==> config.mk <==
export PLATFORM = sky130hd
export DESIGN_NAME = timer_ctrl_flat
export DESIGN_NICKNAME = d
export VERILOG_FILES = /design/src/rtl/timer_pkg.sv /design/src/rtl/timer_ctrl_if.sv /design/src/rtl/timer_ctrl_edge_detect.sv /design/src/rtl/timer_ctrl.sv /design/src/flat_wrapper.sv
export SDC_FILE = /design/constraint.sdc
export NUM_CORES = 1
export LEC_CHECK = 0
export BUFFER_PORTS_ARGS = -buffer_cell sky130_fd_sc_hd__buf_2
export CAP_MARGIN = 10
export CORE_MARGIN = 5
export CORE_UTILIZATION = 51
export CTS_CLUSTER_SIZE = 30
export DETAILED_ROUTE_END_ITERATION = 8
export GPL_TIMING_DRIVEN = 0
export PLACE_DENSITY = 0.82
export RECOVER_POWER = 25
export SETUP_SLACK_MARGIN = 0.4
export SLEW_MARGIN = 0
export SYNTH_ARGS = -nofsm -noshare
export SYNTH_HDL_FRONTEND = slang
export SYNTH_SLANG_ARGS = --single-unit
==> constraint.sdc <==
create_clock -name clk -period 2.6 [get_ports clk]
set_input_delay 0.13 -clock clk [delete_from_list [all_inputs] [get_ports clk]]
set_output_delay 0.13 -clock clk [all_outputs]
set_load 0.02 [all_outputs]
==> src/rtl/timer_pkg.sv <==
// Shared definitions for the timer command-side controller: state encoding,
// default timer width and a width helper.
package timer_pkg;

  localparam int N_DEFAULT = 4;

  typedef enum logic [2:0] {
    S_IDLE    = 3'b000,
    S_LOAD    = 3'b001,
    S_RUN     = 3'b010,
    S_PAUSE   = 3'b011,
    S_EXPIRED = 3'b100
  } state_t;

  // Bits needed to hold values 0..value-1; never narrower than one bit.
  function automatic int clog2(input int value);
    int w;
    w = 1;
    while ((1 << w) < value) w++;
    return w;
  endfunction

endpackage

==> src/rtl/timer_ctrl_if.sv <==
// Button/timer-side signal bundle of timer_ctrl. The master drives buttons,
// start value and the timer count; the slave (controller) drives timer controls.
interface timer_ctrl_if import timer_pkg::*; #(
  parameter int N = N_DEFAULT
);
  logic         start_btn;
  logic         pause_btn;
  logic         clear_btn;
  logic [N-1:0] init_val;
  logic [N-1:0] count_in;
  logic         load;
  logic         en;
  logic [N-1:0] init_out;
  logic         alarm;
  logic [2:0]   state_out;

  modport master (
    output start_btn, pause_btn, clear_btn, init_val, count_in,
    input  load, en, init_out, alarm, state_out
  );

  modport slave (
    input  start_btn, pause_btn, clear_btn, init_val, count_in,
    output load, en, init_out, alarm, state_out
  );
endinterface

==> src/rtl/timer_ctrl_edge_detect.sv <==
// Rising-edge detector for one synchronous button level. prev resets low, so a
// level held through reset release yields a single edge on the first cycle.
module edge_detect (
  input  logic clk,
  input  logic rst,
  input  logic level_i,
  output logic edge_o
);
  logic prev_q;

  always_ff @(posedge clk or posedge rst) begin
    if (rst) prev_q <= 1'b0;
    else     prev_q <= level_i;
  end

  assign edge_o = level_i & ~prev_q;
endmodule

==> src/rtl/timer_ctrl.sv <==
// Command-side FSM for the timer down-counter: button edges, prescaled
// decrement enables, pause/resume/clear, expiry detection and alarm pulse.
//
// state   | meaning
// IDLE    | waiting for a start edge
// LOAD    | one cycle, timer captures init_out
// RUN     | prescaler advancing, en every DIV cycles until count hits 0
// PAUSE   | prescaler frozen, no en
// EXPIRED | alarm high for ALARM_LEN cycles
module timer_ctrl import timer_pkg::*; #(
  parameter int N         = N_DEFAULT,
  parameter int DIV       = 4,
  parameter int ALARM_LEN = 8
) (
  input logic         clk,
  input logic         rst,
  timer_ctrl_if.slave bus
);
  localparam int PW = clog2(DIV);
  localparam int AW = clog2(ALARM_LEN + 1);
  localparam logic [PW-1:0] PRE_LAST  = PW'(DIV - 1);
  localparam logic [AW-1:0] ALM_START = AW'(ALARM_LEN - 1);

  logic start_e, pause_e, clear_e;

  edge_detect u_start (.clk(clk), .rst(rst), .level_i(bus.start_btn), .edge_o(start_e));
  edge_detect u_pause (.clk(clk), .rst(rst), .level_i(bus.pause_btn), .edge_o(pause_e));
  edge_detect u_clear (.clk(clk), .rst(rst), .level_i(bus.clear_btn), .edge_o(clear_e));

  state_t        state_q, state_d;
  logic [PW-1:0] pre_q, pre_d;
  logic [AW-1:0] alm_q, alm_d;
  logic [N-1:0]  init_q, init_d;

  always_ff @(posedge clk or posedge rst) begin
    if (rst) begin
      state_q <= S_IDLE;
      pre_q   <= '0;
      alm_q   <= '0;
      init_q  <= '0;
    end else begin
      state_q <= state_d;
      pre_q   <= pre_d;
      alm_q   <= alm_d;
      init_q  <= init_d;
    end
  end

  always_comb begin
    state_d = state_q;
    pre_d   = pre_q;
    alm_d   = alm_q;
    init_d  = init_q;
    if (clear_e) begin
      state_d = S_IDLE;
      pre_d   = '0;
      alm_d   = '0;
    end else begin
      case (state_q)
        S_IDLE: begin
          if (start_e) begin
            state_d = S_LOAD;
            init_d  = bus.init_val;
          end
        end
        S_LOAD: begin
          state_d = S_RUN;
          pre_d   = '0;
        end
        S_RUN: begin
          if (start_e) begin
            state_d = S_LOAD;
            init_d  = bus.init_val;
            pre_d   = '0;
          end else if (bus.count_in == '0) begin
            state_d = S_EXPIRED;
            alm_d   = ALM_START;
          end else if (pause_e) begin
            state_d = S_PAUSE;
          end else begin
            pre_d = (pre_q == PRE_LAST) ? '0 : pre_q + 1'b1;
          end
        end
        S_PAUSE: begin
          if (start_e) begin
            state_d = S_LOAD;
            init_d  = bus.init_val;
            pre_d   = '0;
          end else if (pause_e) begin
            state_d = S_RUN;
          end
        end
        S_EXPIRED: begin
          if (start_e) begin
            state_d = S_LOAD;
            init_d  = bus.init_val;
            pre_d   = '0;
            alm_d   = '0;
          end else if (alm_q == '0) begin
            state_d = S_IDLE;
          end else begin
            alm_d = alm_q - 1'b1;
          end
        end
        default: state_d = S_IDLE;
      endcase
    end
  end

  assign bus.load      = (state_q == S_LOAD);
  assign bus.en        = (state_q == S_RUN) && (pre_q == PRE_LAST) && (bus.count_in != '0);
  assign bus.alarm     = (state_q == S_EXPIRED);
  assign bus.state_out = state_q;
  assign bus.init_out  = init_q;
endmodule
==> src/flat_wrapper.sv <==
// flat-port wrapper written by rule: the top's interface ports become plain ports
module timer_ctrl_flat import timer_pkg::*;
#(
  parameter int N         = N_DEFAULT,
  parameter int DIV       = 4,
  parameter int ALARM_LEN = 8
)
  (clk, rst, bus_start_btn, bus_pause_btn, bus_clear_btn, bus_init_val, bus_count_in, bus_load, bus_en, bus_init_out, bus_alarm, bus_state_out);
  timer_ctrl_if #(.N(N)) bus_i ();
  input logic clk;
  input logic rst;
  input wire logic [$bits(bus_i.start_btn)-1:0] bus_start_btn;
  input wire logic [$bits(bus_i.pause_btn)-1:0] bus_pause_btn;
  input wire logic [$bits(bus_i.clear_btn)-1:0] bus_clear_btn;
  input wire logic [$bits(bus_i.init_val)-1:0] bus_init_val;
  input wire logic [$bits(bus_i.count_in)-1:0] bus_count_in;
  output wire logic [$bits(bus_i.load)-1:0] bus_load;
  output wire logic [$bits(bus_i.en)-1:0] bus_en;
  output wire logic [$bits(bus_i.init_out)-1:0] bus_init_out;
  output wire logic [$bits(bus_i.alarm)-1:0] bus_alarm;
  output wire logic [$bits(bus_i.state_out)-1:0] bus_state_out;
  assign bus_i.start_btn = bus_start_btn;
  assign bus_i.pause_btn = bus_pause_btn;
  assign bus_i.clear_btn = bus_clear_btn;
  assign bus_i.init_val = bus_init_val;
  assign bus_i.count_in = bus_count_in;
  assign bus_load = bus_i.load;
  assign bus_en = bus_i.en;
  assign bus_init_out = bus_i.init_out;
  assign bus_alarm = bus_i.alarm;
  assign bus_state_out = bus_i.state_out;
  timer_ctrl #(.N(N), .DIV(DIV), .ALARM_LEN(ALARM_LEN)) u_core (.clk(clk), .rst(rst), .bus(bus_i));
endmodule
==> impl_metrics.env <==
export IMPL_port_buffers=22
export IMPL_critPathLaunchType="flip-flop"
export IMPL_fin_crit_ns=2.01
export IMPL_hold_path_endpoint="u_core.bus.init_out[0]"
export IMPL_clock_skew_ns=0.000494
export IMPL_ys_seq_area_share_pct=44.0
export IMPL_timing_worst_setup_path_type="reg -> reg"
export IMPL_relSlewSlack_pct=59.0
export IMPL_maxSlewViolCount=0
export IMPL_gp_congestion=0.866
export IMPL_areaGrowthSynthToFinish_pct=23.7
export IMPL_cap_violations=0
export IMPL_synthAdderAreaFrac_pct=2.75
export IMPL_clock_sinks=16
export IMPL_clkSlewWorstSetupHoldPaths_ns=0.10
export IMPL_dp_hpwl_um=1560
export IMPL_cts_root_buf="clkbuf_4"
export IMPL_yosysWarnings=0
export IMPL_grt_overflow_total=0
export IMPL_gr_usage_all_layers_pct=17.6
export IMPL_synth_avg_cell_area_um2=9.78
export IMPL_grt_pass1_wl_um=3560
export IMPL_worst_r2r_cell_count=6
export IMPL_finalNetCount=139
export IMPL_dieArea_um2=2730
export IMPL_rr_startpoint="u_core.alm_q[0]"
export IMPL_synth_xor_area_share_pct=0.963
export IMPL_hold_viol_final=0
export IMPL_antenna_found_initial=0
export IMPL_drt_vias_per_instance=5.71
export IMPL_timing_rr_end="u_core.bus.state_out[0]"
export IMPL_avgRoutedWirePerCell_um=13.9
export IMPL_ys_seq_elements=16
export IMPL_drive_above_1_share_pct=29.3
export IMPL_htreeDepth=1
export IMPL_vias=845
export IMPL_synth_simple_area_share_pct=21.7
export IMPL_die_h_um=52.2
export IMPL_drc=0
export IMPL_rows=15
export IMPL_hold_depth=2
export IMPL_cts_setup_buffers=0
export IMPL_wl_um=2060
export IMPL_synth_compound_area_share_pct=18.8
export IMPL_max_freq_mhz=496
export IMPL_grt_max_degree=17
export IMPL_grt_pass1_vias=851
export IMPL_cp_max_fo=4
export IMPL_fin_util_pct=65.9
export IMPL_stdcell_count=148
export IMPL_ctsHoldBuffers=4
export IMPL_hp_start="bus_init_val[0]"
export IMPL_tns_ns=0
export IMPL_synth_distinct_cells=36
export IMPL_dp_cells=140
export IMPL_cellLeakagePower_nw=0.511
export IMPL_rsz0062_at_grt="no"
export IMPL_hp_class="in -> reg"
export IMPL_first_pass_iters=4
export IMPL_critPathCaptureType="flip-flop"
export IMPL_cts_resized_gates=0
export IMPL_finalCritPeriodShare_pct=77.5
export IMPL_vdd_drop_max_uv=533
export IMPL_drtIter0Drc=23
export IMPL_clock_tree_buffer_depth=2
export IMPL_ioPinCount=23
export IMPL_status="finished clean"
export IMPL_setup_viol=0
export IMPL_synth_top_family_by_area="simple AND/OR/NAND/NOR gates"
export IMPL_power_density_nw_per_um2=787
export IMPL_crit_path_start="u_core.alm_q[0]"
export IMPL_arrival_ns=2.22
export IMPL_syn_nets=108
export IMPL_required_ns=2.81
export IMPL_n_antenna_cell=0
export IMPL_syn_area_um2=910
export IMPL_numCtsBuffers=3
export IMPL_tightest_slew_ns=0.614
export IMPL_antenna_left=0
export IMPL_syn_inst=93
export IMPL_synthMuxAreaShare_pct=6.19
export IMPL_die_w_um=52.2
export IMPL_reg2reg_slack_ns=0.59
export IMPL_initial_utilization_pct=53.3
export IMPL_clock_latency_ns=0.29
export IMPL_cts_tree="built"
export IMPL_holdWs_ns=0.0651
export IMPL_core_um2=1710
synth_stat cells, drive strengths merged:
cell | number | area share [%]
o21a | 2 | 1.7
o22a | 1 | 0.96
nor3 | 4 | 2.2
a21o | 1 | 0.83
or4 | 1 | 0.83
and3 | 2 | 1.4
a211oi | 1 | 0.83
a31oi | 2 | 1.4
xnor2 | 1 | 0.96
or2b | 1 | 0.83
or3b | 3 | 3.2
clkbuf | 2 | 0.83
mux2 | 5 | 6.2
nor2 | 4 | 1.7
nor2b | 3 | 2.1
nor3b | 1 | 0.83
nand2 | 7 | 2.9
o21ai | 3 | 1.7
nand3 | 2 | 1.1
inv | 5 | 2.1
a2111oi | 2 | 2.6
dfrtp | 16 | 44
ha | 2 | 2.8
nand2b | 4 | 2.8
nor4 | 3 | 2.1
buf | 3 | 2.6
o211ai | 1 | 0.83
a21oi | 7 | 3.9
a211o | 2 | 1.9
o221a | 1 | 1.2
a221o | 1 | 1.1
cell usage in the layout, fill, tap and decap left out, drive strengths merged, types with 2 or more instances in the layout:
cell,instances
buf,23
dfrtp,16
clkbuf,8
a21oi,7
nand2,7
mux2,5
inv,5
nand2b,4
nor2,4
nor3,4
dlygate4sd3,4
nor2b,3
nor4,3
o21ai,3
or3b,3
nand3,2
and3,2
a31oi,2
o21a,2
a211o,2
ha,2
a2111oi,2
sequential cells by signal, indices dropped and copies added (netlist names):
| signal | cells |
|---|---|
| u_core.alm_q | 4 |
| u_core.bus.init_out | 4 |
| u_core.bus.state_out | 3 |
| u_core.pre_q | 2 |
| u_core.u_clear.prev_q | 1 |
| u_core.u_pause.prev_q | 1 |
| u_core.u_start.prev_q | 1 |
routing by layer:
metal | up-vias | wire length (um) | global-route usage (%)
met4 | 0 | 34 | 7.23
met5 | - | 0 | 0
met3 | 6 | 168 | 5.13
met1 | 411 | 873 | 20.5
li1 | 398 | - | -
met2 | 30 | 986 | 29.9
metrics by stage:
step	worst slack, ns	total power [mW]	cell area (um^2)
2_1_floorplan	0.776	0.610	910
3_3_place_gp	0.694	0.694	1050
3_5_place_dp	0.649	0.716	1050
4_1_cts	0.589	0.887	1130
5_1_grt	0.528	0.948	1120
6_report	0.585	0.886	1120
layout make-up:
cell class / count / area [um^2]
sequential: 16 / 400
buffer: 5 / 31.3
multi-input combinational: 67 / 459
timing repair buffer: 26 / 148
inverter: 5 / 18.8
fill: 148 / 583
tap: 25 / 31.3
clock buffer: 4 / 36.3
where the power goes:
part	internal (mW)	leakage (nW)	switching, mW
combinational	0.157	0.286	0.209
clock	0.0854	0.0210	0.0830
sequential	0.305	0.203	0.0465
logic make-up after synthesis:
kind of cell | after synthesis
muxes | 5
buffers and inverters | 10
and+or+nand+nor | 35
xor gates and xnor gates | 1
DFF | 16
AOI/OAI and AO/OA | 24
adders and majority gates | 2
worst max-delay path by stage:
stage                               to  slack (ns)
2_1_floorplan  u_core.bus.state_out[0]        0.78
3_3_place_gp   u_core.bus.state_out[0]        0.69
3_5_place_dp   u_core.bus.state_out[0]        0.65
4_1_cts        u_core.bus.state_out[0]        0.59
5_1_grt        u_core.bus.state_out[0]        0.53
6_report       u_core.bus.state_out[0]        0.59
critical path: stages (launching register included):
cell and delay [ns]:
dfrtp_1 0.42, inv_1 0.07, ha_1 0.21, or3b_4 0.42, or3b_1 0.36, a211o_1 0.26, a31oi_1 0.20
(Power assumes the default switching activity.)
